[src/rtl/filter_pattern_gen.sv]
// ---------------------------------------------------------------------------
// filter_pattern_gen
//   Self-test pattern source for the sampler/noise-filter input pair. It drives
//   programmable multi-channel pulse trains on dataOutput/dataOutput180. It also
//   injects half-cycle glitches on dataOutput180 only. A loopback bench can then
//   show that real pulses pass the filter and that glitches are rejected.
//
//   Optional feature: define PATGEN_WALK_EN to enable walking-pattern mode.
//   In that mode register 5 bit 0 selects a pattern that rotates by one bit
//   every period.
//
// Ports
//   clock          in   single clock, all logic on posedge
//   resetN         in   asynchronous active-low reset
//   wrEnable       in   register write strobe (ignored while busy)
//   wrAddr[2:0]    in   register select: 0 chanMask, 1 glitchMask, 2 highLen,
//                       3 lowLen, 4 pulseCount, 5 mode (walk builds only)
//   wrData[31:0]   in   register write data
//   start          in   begin a pulse train (sampled in IDLE only)
//   stop           in   abort the pulse train (wins over start)
//   busy           out  high while a train is running
//   done           out  one-cycle pulse when a counted train completes
//   dataOutput     out  rising-edge-phase sample data
//   dataOutput180  out  falling-edge-phase sample data
// ---------------------------------------------------------------------------
module filter_pattern_gen #(
    parameter int unsigned WIDTH     = 32,
    parameter int unsigned CNT_WIDTH = 16
) (
    input  logic             clock,
    input  logic             resetN,
    input  logic             wrEnable,
    input  logic [2:0]       wrAddr,
    input  logic [31:0]      wrData,
    input  logic             start,
    input  logic             stop,
    output logic             busy,
    output logic             done,
    output logic [WIDTH-1:0] dataOutput,
    output logic [WIDTH-1:0] dataOutput180
);

    typedef enum logic [1:0] {
        S_IDLE = 2'd0,
        S_HIGH = 2'd1,
        S_LOW  = 2'd2
    } state_t;

    state_t               state_q, state_d;
    logic [CNT_WIDTH-1:0] phase_q, phase_d;
    logic [CNT_WIDTH-1:0] period_q, period_d;

    logic [WIDTH-1:0]     chanMask_q, glitchMask_q;
    logic [CNT_WIDTH-1:0] highLen_q, lowLen_q, pulseCount_q;

    logic [WIDTH-1:0]     dout_q, dout_d;
    logic [WIDTH-1:0]     dout180_q, dout180_d;
    logic                 busy_q, busy_d;
    logic                 done_q, done_d;

    logic [WIDTH-1:0]     staticPat, glitchSet, activePat;
    logic [CNT_WIDTH-1:0] highLast, lowLast;
    logic                 startOk, lowToHigh;

    assign staticPat = chanMask_q & ~glitchMask_q;
    assign glitchSet = chanMask_q & glitchMask_q;

    // A programmed length of 0 behaves as 1, so the terminal phase index is 0.
    assign highLast = (highLen_q == '0) ? '0 : highLen_q - CNT_WIDTH'(1);
    assign lowLast  = (lowLen_q  == '0) ? '0 : lowLen_q  - CNT_WIDTH'(1);

    assign startOk   = (state_q == S_IDLE) && start && !stop;
    assign lowToHigh = (state_q == S_LOW) && (state_d == S_HIGH);

    // Configuration registers
    always_ff @(posedge clock or negedge resetN) begin
        if (!resetN) begin
            chanMask_q   <= '0;
            glitchMask_q <= '0;
            highLen_q    <= '0;
            lowLen_q     <= '0;
            pulseCount_q <= '0;
        end else if (wrEnable && (state_q == S_IDLE)) begin
            case (wrAddr)
                3'd0:    chanMask_q   <= wrData[WIDTH-1:0];
                3'd1:    glitchMask_q <= wrData[WIDTH-1:0];
                3'd2:    highLen_q    <= wrData[CNT_WIDTH-1:0];
                3'd3:    lowLen_q     <= wrData[CNT_WIDTH-1:0];
                3'd4:    pulseCount_q <= wrData[CNT_WIDTH-1:0];
                default: ;
            endcase
        end
    end

`ifdef PATGEN_WALK_EN
    logic             mode_q;
    logic [WIDTH-1:0] walk_q, walk_d;

    always_ff @(posedge clock or negedge resetN) begin
        if (!resetN) begin
            mode_q <= 1'b0;
            walk_q <= '0;
        end else begin
            if (wrEnable && (state_q == S_IDLE) && (wrAddr == 3'd5)) begin
                mode_q <= wrData[0];
            end
            walk_q <= walk_d;
        end
    end

    // The walking register loads at start and rotates left on each LOW->HIGH turn.
    // The output uses the next value so the first HIGH phase shows the loaded pattern.
    always_comb begin
        walk_d = walk_q;
        if (startOk) begin
            walk_d = staticPat;
        end else if (lowToHigh) begin
            walk_d = {walk_q[WIDTH-2:0], walk_q[WIDTH-1]};
        end
    end

    assign activePat = mode_q ? walk_d : staticPat;
`else
    assign activePat = staticPat;
`endif

    // FSM state and counters
    always_ff @(posedge clock or negedge resetN) begin
        if (!resetN) begin
            state_q  <= S_IDLE;
            phase_q  <= '0;
            period_q <= '0;
        end else begin
            state_q  <= state_d;
            phase_q  <= phase_d;
            period_q <= period_d;
        end
    end

    always_comb begin
        state_d  = state_q;
        phase_d  = phase_q;
        period_d = period_q;
        done_d   = 1'b0;
        case (state_q)
            S_IDLE: begin
                if (startOk) begin
                    state_d  = S_HIGH;
                    phase_d  = '0;
                    period_d = '0;
                end
            end
            S_HIGH: begin
                if (stop) begin
                    state_d = S_IDLE;
                end else if (phase_q == highLast) begin
                    state_d = S_LOW;
                    phase_d = '0;
                end else begin
                    phase_d = phase_q + CNT_WIDTH'(1);
                end
            end
            S_LOW: begin
                if (stop) begin
                    state_d = S_IDLE;
                end else if (phase_q == lowLast) begin
                    // The period counter wraps freely when pulseCount is 0.
                    period_d = period_q + CNT_WIDTH'(1);
                    phase_d  = '0;
                    if ((pulseCount_q != '0) && (period_d == pulseCount_q)) begin
                        state_d = S_IDLE;
                        done_d  = 1'b1;
                    end else begin
                        state_d = S_HIGH;
                    end
                end else begin
                    phase_d = phase_q + CNT_WIDTH'(1);
                end
            end
            default: state_d = S_IDLE;
        endcase
    end

    // Outputs are registered from the next state, so they line up with state_q.
    // The glitch appears on dataOutput180 only in the first LOW cycle.
    always_comb begin
        dout_d    = '0;
        dout180_d = '0;
        busy_d    = (state_d != S_IDLE);
        if (state_d == S_HIGH) begin
            dout_d    = activePat;
            dout180_d = activePat;
        end else if ((state_d == S_LOW) && (state_q == S_HIGH)) begin
            dout180_d = glitchSet;
        end
    end

    always_ff @(posedge clock or negedge resetN) begin
        if (!resetN) begin
            dout_q    <= '0;
            dout180_q <= '0;
            busy_q    <= 1'b0;
            done_q    <= 1'b0;
        end else begin
            dout_q    <= dout_d;
            dout180_q <= dout180_d;
            busy_q    <= busy_d;
            done_q    <= done_d;
        end
    end

    assign dataOutput    = dout_q;
    assign dataOutput180 = dout180_q;
    assign busy          = busy_q;
    assign done          = done_q;

endmodule

[config.mk]
export PLATFORM = sky130hd
export DESIGN_NAME = filter_pattern_gen
export DESIGN_NICKNAME = d
export VERILOG_FILES = /design/src/rtl/filter_pattern_gen.sv
export SDC_FILE = /design/constraint.sdc
export NUM_CORES = 1
export LEC_CHECK = 0
export ABC_AREA = 1
export CAP_MARGIN = 25
export CORE_UTILIZATION = 35
export DETAILED_ROUTE_END_ITERATION = 12
export GPL_TIMING_DRIVEN = 0
export PLACE_DENSITY_LB_ADDON = 0.1
export SLEW_MARGIN = 30
export SYNTH_ARGS = -nofsm -noshare
export SYNTH_HDL_FRONTEND = slang
export SYNTH_SLANG_ARGS = --single-unit
[constraint.sdc]
create_clock -name clock -period 3.4 [get_ports clock]
set_clock_uncertainty 0.2 [all_clocks]
set_input_delay 0.68 -clock clock [delete_from_list [all_inputs] [get_ports clock]]
set_output_delay 0.68 -clock clock [all_outputs]
set_load 0.01 [all_outputs]
* Word-level counts from Yosys, hierarchy flattened
Index checks and enable logic that the tools add are counted.
Word-level totals: flip-flop bits (word level) 212, input port bits 40, output and inout port bits 66, word-level logic and storage cells 80
Operators by class: $add $sub $neg 4, eq/ne operators 15, multiplexer cells 25, bitwise operators 3, reduce and logical (&&, ||, !) cells 21
Operator list (count):
- 2-to-1 mux 16 bit | 9
- 2-to-1 mux 32 bit | 3
- AND 32 bit | 2
- == test 16 bit | 3
- one-hot mux 16 bit (3 select lines) | 1
- adder 16 x 1 -> 16 bit, second input constant | 2
- zero test 16 bit | 2
- inverter 32 bit | 1
- one-hot mux 16 bit (2 select lines) | 1
- subtractor 16 x 1 -> 16 bit, second input constant | 2
- nonzero test 16 bit | 1
- 2-to-1 mux 2 bit | 5
- AND reduction 2 bit | 5
- AND reduction 4 bit | 2
- == test 3 x 2 -> 1 bit, second input constant | 2
- != test 2 bit, second input constant | 3
- one-hot mux 2 bit (3 select lines) | 1
- logical AND 1 bit | 5
- 2-to-1 mux 1 bit | 5
- == test 2 x 1 -> 1 bit, second input constant | 2
- == test 2 bit, second input constant | 2
- nonzero test 2 bit | 2
- == test 3 x 1 -> 1 bit, second input constant | 1
- == test 3 bit, second input constant | 1
- other kinds (5) | 5

* Longest topological paths before layout
depth in word-level cells 11, mapped depth 23, depth with buffers taken out 22

* Least setup slack after synthesis
No wires, ideal clock.
path type register -> register, start register lowLen_q[0], end register dout180_q[10], in the netlist dataOutput180[10], setup time 119 ps, arrival time 2337 ps, required time 3081 ps, setup slack 744 ps, stages on the path, launching flop included 20, clock period less this slack 2656 ps, cell sequence dfrtp_1 inv_1 ha_1 nand2_2 nor2_2 nand2_4 buf_6 nand3_1 nand2_1 nand2_2 nand2_1 nor3_1 nand3_1 a21oi_1 nand2_2 nand2_4 nand2_8 buf_12 nand3_2 nand2_1
On the way: longest elaborated chain between the ends 10
Ends and longest elaborated chain:
- start, declared | line 54 | logic [CNT_WIDTH-1:0] highLen_q, lowLen_q, pulseCount_q;
- start signal, assigned | line 88 | 3'd3: lowLen_q <= wrData[CNT_WIDTH-1:0];
- subtractor 16 x 1 -> 16 bit or zero test 16 bit (tied branches) | line 70 | assign lowLast = (lowLen_q == '0) ? '0 : lowLen_q - CNT_WIDTH'(1);
- 2-to-1 mux 16 bit * | line 70
- == test 16 bit * | line 166 | end else if (phase_q == lowLast) begin
- 2-to-1 mux 2 bit * | line 166
- 2-to-1 mux 2 bit * | line 164 | if (stop) begin
- one-hot mux 2 bit (3 select lines) * | line 145 | case (state_q)
- == test 2 bit | line 193 | end else if ((state_d == S_LOW) && (state_q == S_HIGH)) begin
- logical AND 1 bit | line 193
- 2-to-1 mux 32 bit | line 193
- 2-to-1 mux 32 bit * | line 190 | if (state_d == S_HIGH) begin
- net dout180_d[10] | line 57 | logic [WIDTH-1:0] dout180_q, dout180_d;
- end signal, assigned | line 206 | dout180_q <= dout180_d;
- end, declared | line 57
Mark *: on every way through the listed nets, which the timed path passes. The rest lies on a longest branch. A chain may end at the register's enable or synchronous reset.

* Worst setup path in the final report
start register highLen_q[1], end register dout180_q[1], in the netlist dataOutput180[1]
On the way: longest elaborated chain between the ends 10
Ends and longest elaborated chain:
- start, declared | line 54
- start signal, assigned | line 87 | 3'd2: highLen_q <= wrData[CNT_WIDTH-1:0];
- subtractor 16 x 1 -> 16 bit or zero test 16 bit (tied branches) | line 69 | assign highLast = (highLen_q == '0) ? '0 : highLen_q - CNT_WIDTH'(1);
- 2-to-1 mux 16 bit * | line 69
- == test 16 bit * | line 156 | end else if (phase_q == highLast) begin
- 2-to-1 mux 2 bit * | line 156
- 2-to-1 mux 2 bit * | line 154 | if (stop) begin
- one-hot mux 2 bit (3 select lines) * | line 145
- == test 2 bit | line 193
- logical AND 1 bit | line 193
- 2-to-1 mux 32 bit | line 193
- 2-to-1 mux 32 bit * | line 190
- net dout180_d[1] | line 57
Marked as above.

==> summary.md <==
• **outcome** finished clean
• **all-layer global routing usage** 20.7%
• **element type at the critical path start** flop
• **arithmetic-cell share of the synthesized area counting full adders, half adders and majority gates** 0.977%
• **placement row count** 66
• **area used by sequential logic in the layout** 5310 µm²
• **die width** 183 µm
• **final worst path period need** 3200 ps
• **CTS HTree Levels** 1
• **compound-cell area share of the yosys netlist** 7.79%
• **endpoint of the worst register-to-register path** dataOutput180[1]$_DFF_PN0_
• **number of remaining DRC errors** 0
• **die area** 33,700 µm²
• **weighted congestion at the end of routability-driven global placement** 0.890
• **cell area after placement** 13,200 µm²
• **number of input and output port buffers inserted** 105
• **sink count of the clock tree** 212
• **final cell utilization of the core** 43.8%
• **max-slew violation count** 0
• **Final setup violation count** 0
• **slack of the critical path** 204 ps
• **maximum number of pins on one net before global-route repair** 68
• **total of max-cap violations** 0
• **type of the worst setup path** reg -> reg
• **dominant combinational cell family by area after synthesis** simple AND/OR/NAND/NOR gates
• **slowest library cell on the worst path** dfrtp_1
• **wire length of the first global-routing pass** 54,500 µm
• **detailed-placement wirelength estimate** 25,700 µm
• **element type at the critical path end** flop
• **Buffers & Inverters on Critical Path** 3
• **TNS Setup** 0 ps
• **delay of the slowest cell on the worst path** 380 ps
• **r2r setup slk** 200 ps
• **fin crit share** 94.0%
• **source of the worst hold timing path** highLen_q[1]$_DFFE_PN0P_
• **clock insertion delay at the later pin of the skew report** 540 ps
• **basic-gate share of the synthesized area counting and, or, nand and nor cells** 33.3%
• **cell count after placement** 2,066
• **pwr dens** 801 nW/µm²
• **Overall Power** 11.4 mW
• **post-synth net total** 1,565
• **sequential fraction of the synthesis area** 46.0%
• **Pleak** 7.29 nW
• **number of cells on the worst reg-to-reg path** 20
• **vias in the first global route** 9,829
• **remaining global-route overflow** 0
• **number of cells produced by synthesis** 1,516
• **post-route worst hold slack** 299 ps
• **mean cell area of the mapped netlist** 7.60 µm²
• **fin area** 14,200 µm²
• **number of nets still failing antenna checks after routing** 0
• **post-synthesis instance area** 11,500 µm²
• **fill cell total of the finished layout** 3,319
• **fraction of layout instances using a drive strength above 1** 9.24%
• **transition time at the pin with the least slew margin** 837 ps
• **number of library cell types mapped by synthesis** 39
• **number of register bits inferred by synthesis** 212
• **largest vdd supply drop** 0.556 mV
• **total inserted antenna cells** 0
• **Worst Hold Depth** 2
• **number of warnings reported in the yosys synthesis log** 0
• **Die Height** 183 µm
• **share of synthesized area spent on multiplexers** 0.0869%
• **CP Data Required Time** 3670 ps
• **DRT Pass-1 Iters** 5
• **count of non-filler cells in the finished layout** 2,120
• **DRC marker count from the first detailed-route iteration** 578
• **routed wirelength normalized by instance count** 16.1 µm
• **sum of routed wire length over all layers** 34,200 µm
• **Clock Tree Buf Depth** 3
• **type of the most critical hold path** reg -> reg
• **post-placement worst setup slack** -131 ps
• **I/O pin cnt** 106
• **Reg clk slew, reported paths** 60 ps
• **total number of nets in the final design** 1,707
• **overall via count from detail_route** 10,217
• **data arrival time of the critical path** 3470 ps
• **via count normalized by instance count** 4.82
• **critical path's top delay family** simple AND/OR/NAND/NOR gates
• **antenna violations before repair** 0
• **starting density of the core** 35.5%
• **core area** 32,500 µm²
• **CTS tree** yes
• **number of endpoints with negative hold slack in the final report** 0
• **worst-path fanout max** 10
• **cell-by-cell listing of the critical path** inv_1 > ha_2 > nand2_1 > nor2_4 > nand3b_1 > buf_4 > nand3_1 > nand2_1 > nand2_1 > nor2_1 > nand2_1 > nor2_1 > nand2_1 > nand2_1 > nand3_1 > nand2_1 > nor2_4 > buf_4 > nand4_1 > nand2_1
• **hold worst-path end** highLen_q[1]$_DFFE_PN0P_
• **clock root buffer master** clkbuf_16
• **layout-stage area growth over the synthesis result** 23.5%
• **headroom to the max-slew limit** 44.1%
• **total clock buffers created by CTS** 26
• **multi-input gate area in the final layout** 5100 µm²
• **synthesized-area fraction occupied by xor and xnor cells** 1.52%
• **most used cell along the critical path** nand2_1
• **RR Startpoint** highLen_q[1]$_DFFE_PN0P_
• **Achievable Freq** 313 MHz
cell families after synthesis:
family | Yosys count
adder cells (fa/ha/maj) | 9
XOR/XNOR | 20
flip-flops | 212
AO/OA/AOI/OAI | 169
buffers and inverters | 284
multiplexers | 1
AND/OR/NAND/NOR | 821
synthesized netlist by cell type (all sizes together):
cell | number | area [µm²]
nor2 | 156 | 658
and3 | 1 | 6.26
xor2 | 18 | 158
mux2i | 1 | 10.0
ha | 9 | 113
o21bai | 6 | 45.0
dfrtp | 212 | 5310
a21oi | 12 | 60.1
nand3 | 129 | 828
clkbuf | 29 | 109
o22ai | 24 | 150
nand2 | 434 | 1700
nand4 | 79 | 494
nor4b | 1 | 8.76
or2 | 1 | 6.26
inv | 235 | 882
nor4 | 1 | 6.26
o211ai | 1 | 7.51
buf | 19 | 195
o21ai | 124 | 621
clkinv | 1 | 3.75
and2 | 2 | 12.5
nor3 | 6 | 30.0
nand3b | 11 | 82.6
a211oi | 1 | 7.51
a31oi | 1 | 6.26
xnor2 | 2 | 17.5
cell usage in the layout, fill, tap and decap left out, types with 2 or more instances in the layout:
cell type | synthesis | layout
a21oi_1 | 12 | 11
inv_2 | 2 | 4
dfrtp_1 | 212 | 212
buf_4 | 7 | 11
nand3_2 | 34 | 35
clkbuf_8 | 0 | 6
nor2_4 | 6 | 12
clkdlybuf4s50_1 | 0 | 104
buf_6 | 6 | 4
buf_12 | 3 | 6
nand2_2 | 10 | 10
nand2_4 | 4 | 4
ha_1 | 9 | 7
xor2_1 | 18 | 18
buf_16 | 0 | 3
and2_1 | 2 | 2
nand4_1 | 79 | 79
nand3b_1 | 11 | 11
buf_8 | 0 | 2
nor3_1 | 6 | 6
o21bai_1 | 6 | 6
o22ai_1 | 24 | 24
clkbuf_16 | 0 | 27
clkbuf_1 | 29 | 34
nand3_1 | 94 | 93
nand2_1 | 419 | 419
clkinv_2 | 0 | 6
o21ai_0 | 122 | 122
o21ai_1 | 2 | 2
xnor2_1 | 2 | 2
inv_1 | 233 | 231
nor2_1 | 139 | 132
nor2_2 | 11 | 12
what timing repair did:
| item | 4_1_cts | 5_1_grt |
|---|---|---|
| setup buffers | 0 | 4 |
| hold buffers | 1 | 0 |
| setup endpoints to repair | 85 | 91 |
| endpoints found under the hold margin | 42 | 0 |
| pin swaps | 0 | 3 |
| cloned | 0 | 1 |
| gates resized for setup | 6 | 25 |
worst register-to-register path, cell delays in order (launching register included):
cell and delay (ps):
dfrtp_1 380, inv_1 140, ha_2 240, nand2_1 120
nor2_4 180, nand3b_1 210, buf_4 200, nand3_1 70
nand2_1 50, nand2_1 110, nor2_1 50, nand2_1 60
nor2_1 50, nand2_1 120, nand2_1 70, nand3_1 70
nand2_1 90, nor2_4 190, buf_4 230, nand4_1 190
nand2_1 120
flip-flops by register name (all words and copies together) (netlist names):
register       flops
done               1
phase_q           16
busy               1
pulseCount_q      16
dataOutput180     32
dataOutput        32
glitchMask_q      32
chanMask_q        32
state_q            2
highLen_q         16
period_q          16
lowLen_q          16
how the worst max path moves through the flow:
stage                                  start  cells past startpoint                     endpoint  slack [ps]
finish              highLen_q[1]$_DFFE_PN0P_                     20   dataOutput180[1]$_DFF_PN0_         200
global route        highLen_q[1]$_DFFE_PN0P_                     20  dataOutput180[13]$_DFF_PN0_          -5
CTS                 highLen_q[0]$_DFFE_PN0P_                     17  dataOutput180[13]$_DFF_PN0_          20
detailed placement  highLen_q[0]$_DFFE_PN0P_                     17  dataOutput180[13]$_DFF_PN0_        -130
global placement                      resetN                      1     dataOutput[26]$_DFF_PN0_       -7860
floorplan            lowLen_q[0]$_DFFE_PN0P_                     19  dataOutput180[10]$_DFF_PN0_         740
metal layers:
layer / up-vias / wire (µm) / track usage [%]
met5: - / 0 / 0
met1: 4788 / 16300 / 29.4
met4: 0 / 937 / 5.87
met2: 227 / 15300 / 33.0
met3: 61 / 1650 / 2.67
li1: 5141 / - / -
power breakdown:
part           switching (mW)  total, mW  internal, mW
clock                    1.11       2.65          1.54
combinational            2.77       4.63          1.86
sequential              0.748       4.12          3.38
final cells by class:
class	count	area share, %
Timing Repair Buffer	114	8.55
Clock buffer	38	5.31
Tap cell	442	3.89
Buffer	48	2.37
Clock inverter	10	0.501
Multi-Input combinational cell	1020	35.9
Sequential cell	212	37.3
Inverter	236	6.23
Note: power is estimated with default switching activity, not from simulation.
